===== src/rtl/rom_boot_loader.sv =====
// Boot sequencer: checks the "ASRM" magic at the start of the boot ROM, copies the ROM into RAM,
// and holds the CPU in reset until the copy has finished.
module rom_boot_loader #(
    parameter int unsigned           ROM_ADDR_W = 7,
    parameter int unsigned           ROM_SIZE   = 128,
    parameter int unsigned           RAM_ADDR_W = 16,
    parameter logic [RAM_ADDR_W-1:0] RAM_BASE   = '0,
    parameter logic [31:0]           MAGIC      = 32'h4153524D
) (
    input  logic                  clk,
    input  logic                  reset,
    input  logic                  boot_req,
    output logic [ROM_ADDR_W-1:0] rom_addr,
    output logic                  rom_enable_out,
    input  logic [7:0]            rom_data,
    output logic [RAM_ADDR_W-1:0] ram_addr,
    output logic [7:0]            ram_data,
    output logic                  ram_write_en,
    output logic                  cpu_reset,
    output logic                  done,
    output logic                  error
);

    localparam int unsigned     CNT_W    = ROM_ADDR_W + 1;
    localparam logic [CNT_W-1:0] CNT_LAST = CNT_W'(ROM_SIZE);
    localparam logic [CNT_W-1:0] CHK_LAST = CNT_W'(4);
    localparam logic [CNT_W-1:0] CHK_B3   = CNT_W'(3);

    typedef enum logic [2:0] {
        S_IDLE,
        S_CHECK,
        S_COPY,
        S_DONE,
        S_ERROR
    } state_t;

    state_t           state;
    logic [CNT_W-1:0] cnt;
    logic [1:0]       chk_idx;
    logic [7:0]       magic_byte;

    // Magic byte compared in CHECK cycle cnt is the one addressed in the previous cycle.
    always_comb begin
        chk_idx    = 2'(cnt - CNT_W'(1));
        magic_byte = MAGIC[31:24];
        case (chk_idx)
            2'd0: magic_byte = MAGIC[31:24];
            2'd1: magic_byte = MAGIC[23:16];
            2'd2: magic_byte = MAGIC[15:8];
            2'd3: magic_byte = MAGIC[7:0];
        endcase
    end

    // The ROM address runs one cycle ahead of the RAM write so the registered write port
    // carries ROM byte i in COPY cycle i+1; the last CHECK cycle already fetches byte 0.
    always_ff @(posedge clk or negedge reset) begin
        if (!reset) begin
            state          <= S_IDLE;
            cnt            <= '0;
            rom_addr       <= '0;
            rom_enable_out <= 1'b0;
            ram_addr       <= '0;
            ram_data       <= '0;
            ram_write_en   <= 1'b0;
            cpu_reset      <= 1'b0;
            done           <= 1'b0;
            error          <= 1'b0;
        end else begin
            ram_write_en <= 1'b0;
            case (state)
                S_IDLE: begin
                    state          <= S_CHECK;
                    cnt            <= '0;
                    rom_addr       <= '0;
                    rom_enable_out <= 1'b1;
                end
                S_CHECK: begin
                    if ((cnt != '0) && (rom_data != magic_byte)) begin
                        state          <= S_ERROR;
                        rom_enable_out <= 1'b0;
                        error          <= 1'b1;
                    end else if (cnt == CHK_LAST) begin
                        state    <= S_COPY;
                        cnt      <= '0;
                        rom_addr <= rom_addr + ROM_ADDR_W'(1);
                    end else begin
                        cnt      <= cnt + CNT_W'(1);
                        rom_addr <= (cnt == CHK_B3) ? '0 : ROM_ADDR_W'(cnt + CNT_W'(1));
                    end
                end
                S_COPY: begin
                    if (cnt == CNT_LAST) begin
                        state          <= S_DONE;
                        rom_enable_out <= 1'b0;
                        cpu_reset      <= 1'b1;
                        done           <= 1'b1;
                    end else begin
                        ram_write_en <= 1'b1;
                        ram_addr     <= RAM_BASE + RAM_ADDR_W'(cnt);
                        ram_data     <= rom_data;
                        cnt          <= cnt + CNT_W'(1);
                        rom_addr     <= rom_addr + ROM_ADDR_W'(1);
                    end
                end
                S_DONE, S_ERROR: begin
                    if (boot_req) begin
                        state     <= S_IDLE;
                        cpu_reset <= 1'b0;
                        done      <= 1'b0;
                        error     <= 1'b0;
                    end
                end
                default: state <= S_IDLE;
            endcase
        end
    end

endmodule


===== config.mk =====
export PLATFORM = sky130hd
export DESIGN_NAME = rom_boot_loader
export DESIGN_NICKNAME = d
export VERILOG_FILES = /design/src/rtl/rom_boot_loader.sv
export SDC_FILE = /design/constraint.sdc
export NUM_CORES = 1
export LEC_CHECK = 0
export BUFFER_PORTS_ARGS = -buffer_cell sky130_fd_sc_hd__buf_2
export CORE_ASPECT_RATIO = 0.75
export CORE_MARGIN = 5
export CORE_UTILIZATION = 35
export DETAILED_ROUTE_END_ITERATION = 7
export SLEW_MARGIN = 15
export SYNTH_ARGS = -nofsm -noshare
export SYNTH_HDL_FRONTEND = slang
export SYNTH_SLANG_ARGS = --single-unit

===== constraint.sdc =====
create_clock -name clk -period 3.6 [get_ports clk]
set_clock_uncertainty 0.15 [all_clocks]
set_input_delay 0.72 -clock clk [delete_from_list [all_inputs] [get_ports clk]]
set_output_delay 0.72 -clock clk [all_outputs]
set_load 0.05 [all_outputs]

Word level (Yosys, flattened, before mapping) --
Index checks and enable logic that the tools add are counted.
Word-level totals: register bits after elaboration 38, input bits 11, output and inout port bits 36, logic and storage cells 69
Cells by class: add/subtract/negate cells 3, eq/ne operators 17, multiplexer cells 25, bitwise operators 1, reduce and logical (&&, ||, !) cells 14
Operators with widths (number):
- $pmux 8 s4 | 1
- $mux 7 | 4
- $mux 8 | 3
- $pmux 8 s3 | 1
- $pmux 7 s3 | 1
- $reduce_and 3->1 | 5
- $mux 3 | 4
- $pmux 3 s4 | 1
- $ne 2x2->1 const B | 5
- $add 8x1->8 const B | 1
- $eq 8x2->1 const B | 1
- $eq 8x3->1 const B | 1
- $eq 8x8->1 const B | 1
- $ne 8x8->1 | 1
- $reduce_bool 8->1 | 1
- $add 7x1->7 const B | 1
- $mux 1 | 7
- $eq 3x2->1 const B | 2
- $eq 2x2->1 const B | 2
- $pmux 1 s2 | 2
- $reduce_bool 2->1 | 2
- $eq 3x1->1 const B | 1
- $eq 3x3->1 const B | 1
- $logic_not 3->1 | 1
- 10 further kinds | 10

Depth between registers and ports, before layout --
depth in word-level cells 7, gate-level depth with buffers 8

Worst setup path after synthesis --
No wires, ideal clock.
path kind reg2reg, start point register cnt[5], end point register rom_addr[1], arrival time 2.229 ns, required time 3.325 ns, path slack 1.096 ns, cell stages (with the launch flop) 8, cell sequence dfrtp_1 -> buf_6 -> or4_4 -> or4b_4 -> o21ai_4 -> o21a_4 -> buf_12 -> mux2_4
Between the ends: cells in the longest elaborated chain, start to end 5
RTL lines:
- start, declared | RTL line 38 | logic [CNT_W-1:0] cnt;
- start signal, assigned | RTL line 87 | cnt <= cnt + CNT_W'(1);
- start signal, assigned | RTL line 101 | cnt <= cnt + CNT_W'(1);
- $eq 8x2->1 | RTL line 88 | rom_addr <= (cnt == CHK_B3) ? '0 : ROM_ADDR_W'(cnt + CNT_W'(1));
- $mux 7 | RTL line 88
- $mux 7 | RTL line 82 | end else if (cnt == CHK_LAST) begin
- $mux 7 | RTL line 78 | if ((cnt != '0) && (rom_data != magic_byte)) begin
- $pmux 7 s3 | RTL line 70 | case (state)
- end signal, assigned | RTL line 85 | rom_addr <= rom_addr + ROM_ADDR_W'(1);
- end signal, assigned | RTL line 88
- end signal, assigned | RTL line 102 | rom_addr <= rom_addr + ROM_ADDR_W'(1);
- end, declared | RTL line 13 | output logic [ROM_ADDR_W-1:0] rom_addr,
Parallel ways exist; a longest one is shown, timed or not. The select of a mux whose other input is x is not followed. A chain may end at the register's enable or synchronous reset.

Worst setup path after layout --
start point register cnt[5], end point register cnt[2]
Between the ends: cells in the longest elaborated chain, start to end 4
RTL lines (RTL line):
- $eq 8x3->1 / $reduce_bool 8->1 (equally long branches) | 82, 78
- $mux 8 / $logic_and 1x1->1 (equally long branches) | 82, 78
- $mux 8 / $ne 2x2->1 (equally long branches)
- $pmux 8 s3 / $reduce_and 3->1 (equally long branches)
Parallel ways exist; a longest one is shown, timed or not. The select of a mux whose other input is x is not followed.

==> out/qor.txt <==
Result of the run -> finished, final reports clean
Count of unique library cells instantiated by Yosys -> 54
Sequential fraction of design power -> 31.6%
Cts bufs inserted -> 5
Depth of the worst hold-timing path -> 2
Largest stage delay, worst path -> 0.58 ns
Share of synthesized area occupied by flip-flops and latches -> 42.0%
DRT antenna net count -> 0
Number of synthesized flops with an enable pin -> 0
PortBufs -> 38
DRC violations left -> 0
Estimated wirelength of the detail-placed design -> 3870 µm
Setup repair after global routing missed its margin -> no
R2r worst-path depth -> 5
Final setup vio count -> 0
Total congestion overflow -> 0
IR Drop Worst-Case VDD -> 0.000220 V
Synthesized area -> 0.00226 mm²
Mean cell area of the mapped netlist -> 9.32 µm²
Synth Flop Type -> sky130_fd_sc_hd__dfrtp_1
Root Buffer -> sky130_fd_sc_hd__clkbuf_8
CTS max path bufs -> 2
Die Ht -> 79.7 µm
Max cap viols -> 0
Final hold vios -> 0
Number of antenna violations at the first check in global routing -> 0
DRT Pass-1 Iters -> 4
Setup slack of the most critical reg-to-reg path -> 0.89 ns
Worst slew pin tran -> 0.841 ns
Global-route wire length before repair -> 8890 µm
Endpoint, Worst Hold -> ram_addr[5]
Number of violations reported at the end of detailed-routing iteration 0 -> 132
Worst Path Required -> 3.63 ns
Maximum operating frequency -> 369 MHz
Startpoint type of the worst setup path -> flop
Category of the worst setup path capture point -> flop
Core occupancy in the finished layout -> 41.2%
Ys async rst share -> 100%
Slew Viols, Final -> 0
Launch instance of the worst register-to-register path -> cnt[5]
Power per standard cell area -> 761 mW/mm²
Layout cells sized above 1 -> 24.2%
Synth Warn # -> 0
Top delay family on crit path -> simple AND/OR/NAND/NOR gates
Later-pin clock latency in the skew report -> 0.30 ns
Count of pins on the block boundary -> 47
Crit path buf inv count -> 0
Design Area, Final -> 0.00259 mm²
Power share of the clock group -> 22.1%
Post-CTS Setup Inserts -> 0
Total detailed-routing wirelength -> 5370 µm
Post-Synthesis Cells -> 243
Core outline area -> 0.00629 mm²
Area growth, synth to finish -> 14.4%
Final period utilization -> 75.2%
Resize count post-CTS -> 0
Maximum number of pins on one net before global-route repair -> 39
Worst hold-check path type -> flop to flop
Sw frac -> 44.3%
Floorplan row count -> 25
Cell leakage power -> 1.23 nW
Clock transition at the registers of the reported paths -> 0.08 ns
Worst Path Max Fanout -> 15
Via count of the first global-routing pass -> 1,771
Placed cell areas -> 0.00245 mm²
Average detailed-routed wire length per instance -> 15.0 µm
Weighted congestion reported at the end of routability-driven placement -> 0.792
Post-layout nets -> 292
Area enclosed by the die boundary -> 0.00820 mm²
Sum Neg Setup Slack -> 0 ns
Number of buffers added to fix hold violations after cts -> 0
Signal arrival time at the worst endpoint -> 2.74 ns
End of the worst register-to-register path -> cnt[2]
Flop and latch count out of synthesis -> 38
Floorplan die width -> 103 µm
Worst-path cell with the longest stage delay -> sky130_fd_sc_hd__or4_4
H-tree levels -> 2
Initial Util -> 36.0%
Hold Startpoint -> ram_addr[5]
Combinational share of power -> 46.3%
CTS tree -> done
Post-detailed-route via-to-cell ratio -> 5.16
Int Pwr -> 1.10 mW
Global-route usage over all layers -> 13.8%
Post-Route Hold Slack -> 0.331 ns
Final min period -> 2.71 ns
Diode count -> 0
Number of clock sinks -> 38
DR vias -> 1,849
Critical path class -> flop to flop
Critical path cell sequence -> or4_4 > or4b_4 > o21ai_4 > o21a_4 > mux2_2
Sw Pwr -> 0.874 mW
Remaining max-slew budget at the tightest pin -> 43.8%
## cell type report
cell class / count / area, µm²
flip-flops and latches: 38 / 951
repair buffers: 40 / 205
multi-input cells: 184 / 1170
fillers: 621 / 3700
inverters: 7 / 26.3
well taps: 81 / 101
clock buffers: 5 / 68.8
clock inverters: 3 / 68.8
## registers in the layout (all words and copies together), names as in the netlist
signal	count
done	1
rom_enable_out	1
ram_addr	8
ram_write_en	1
rom_addr	7
state	3
error	1
cnt	8
ram_data	8
## worst reg2reg max path: stages, from the launching register on
cell	delay (ns)
sky130_fd_sc_hd__dfrtp_1	0.47
sky130_fd_sc_hd__or4_4	0.59
sky130_fd_sc_hd__or4b_4	0.54
sky130_fd_sc_hd__o21ai_4	0.17
sky130_fd_sc_hd__o21a_4	0.32
sky130_fd_sc_hd__mux2_2	0.36
## how the worst max path moves through the flow
stage | start | to | cells after the start
after CTS | cnt[5] | cnt[2] | 5
after global routing | cnt[5] | rom_addr[0] | 5
after detailed placement | cnt[5] | cnt[2] | 5
final | cnt[5] | cnt[2] | 5
after global placement | cnt[5] | cnt[6] | 5
after floorplan | cnt[5] | rom_addr[1] | 7
## cell families (layout without fill, tap and decap cells)
kind of cell | Yosys count | after routing | synth area share, %
XOR/XNOR | 9 | 9 | 3.48
flip-flops | 38 | 38 | 42.0
AND/OR/NAND/NOR | 101 | 101 | 22.2
other | 1 | 8 | 0.166
multiplexers | 12 | 12 | 5.86
buffers and inverters | 28 | 55 | 7.57
AO/OA/AOI/OAI | 49 | 49 | 16.0
adder cells (fa/ha/maj) | 5 | 5 | 2.76
## routing by layer
layer,vias up,wire [µm],GRT usage (%)
met5,-,0,0
met4,0,59,3.49
met3,7,384,3.84
met2,54,2210,18.4
met1,883,2720,21.4
li1,905,-,-
## cell usage in the layout, fill, tap and decap left out, types with 3 or more instances in the layout
cell	synthesis	layout
sky130_fd_sc_hd__xor2_1	4	4
sky130_fd_sc_hd__xnor2_1	5	5
sky130_fd_sc_hd__nand3b_1	3	3
sky130_fd_sc_hd__nand3_1	7	7
sky130_fd_sc_hd__a22o_1	5	5
sky130_fd_sc_hd__o21ai_0	10	10
sky130_fd_sc_hd__nor3_1	3	3
sky130_fd_sc_hd__a32o_1	4	4
sky130_fd_sc_hd__nor2_1	17	17
sky130_fd_sc_hd__mux2_2	6	6
sky130_fd_sc_hd__buf_2	1	38
sky130_fd_sc_hd__nand2_1	48	48
sky130_fd_sc_hd__and3_1	3	3
sky130_fd_sc_hd__clkbuf_8	0	5
sky130_fd_sc_hd__ha_1	5	5
sky130_fd_sc_hd__dfrtp_1	38	38
sky130_fd_sc_hd__inv_1	7	7
sky130_fd_sc_hd__and2_1	3	3
sky130_fd_sc_hd__o211ai_1	5	5
sky130_fd_sc_hd__conb_1	1	8
sky130_fd_sc_hd__a21oi_1	9	9
sky130_fd_sc_hd__mux2i_1	5	5
## metrics by stage
| step | instances | power, mW | setup WS (ns) |
|---|---|---|---|
| 5_1_grt | 358 | 2.09 | 0.807 |
| 2_1_floorplan | 250 | 1.38 | 1.10 |
| 4_1_cts | 358 | 1.98 | 0.897 |
| 3_3_place_gp | 350 | 1.54 | 0.935 |
| 6_report | 358 | 1.97 | 0.894 |
| 3_5_place_dp | 350 | 1.54 | 0.908 |
## Yosys cell counts, types with 2 or more instances
master	number	area share, %
sky130_fd_sc_hd__a21oi_1	9	2.0
sky130_fd_sc_hd__a22o_1	5	1.9
sky130_fd_sc_hd__a31o_2	2	0.77
sky130_fd_sc_hd__a32o_1	4	1.8
sky130_fd_sc_hd__and2_1	3	0.83
sky130_fd_sc_hd__and3_1	3	0.83
sky130_fd_sc_hd__buf_4	9	3.0
sky130_fd_sc_hd__buf_6	2	0.99
sky130_fd_sc_hd__clkbuf_1	7	1.2
sky130_fd_sc_hd__dfrtp_1	38	42
sky130_fd_sc_hd__ha_1	5	2.8
sky130_fd_sc_hd__inv_1	7	1.2
sky130_fd_sc_hd__mux2_2	6	3.0
sky130_fd_sc_hd__mux2i_1	5	2.2
sky130_fd_sc_hd__nand2_1	48	8.0
sky130_fd_sc_hd__nand3_1	7	1.5
sky130_fd_sc_hd__nand3b_1	3	0.99
sky130_fd_sc_hd__nand4_1	2	0.55
sky130_fd_sc_hd__nor2_1	17	2.8
sky130_fd_sc_hd__nor2b_1	2	0.55
sky130_fd_sc_hd__nor3_1	3	0.66
sky130_fd_sc_hd__o2111ai_1	2	0.77
sky130_fd_sc_hd__o211ai_1	5	1.7
sky130_fd_sc_hd__o21ai_0	10	2.2
sky130_fd_sc_hd__o22ai_1	2	0.55
sky130_fd_sc_hd__or3b_2	2	0.77
sky130_fd_sc_hd__xnor2_1	5	1.9
sky130_fd_sc_hd__xor2_1	4	1.5
## power by group through the flow
stage          clock network, mW  logic (mW)  registers [mW]
6_report                   0.435       0.912           0.623
5_1_grt                    0.463       0.987           0.636
4_1_cts                    0.443       0.913           0.621
3_5_place_dp                   0       0.909           0.627
3_3_place_gp                   0       0.915           0.622
2_1_floorplan                  0       0.583           0.800
No activity file was read; power rests on OpenSTA's default activity.
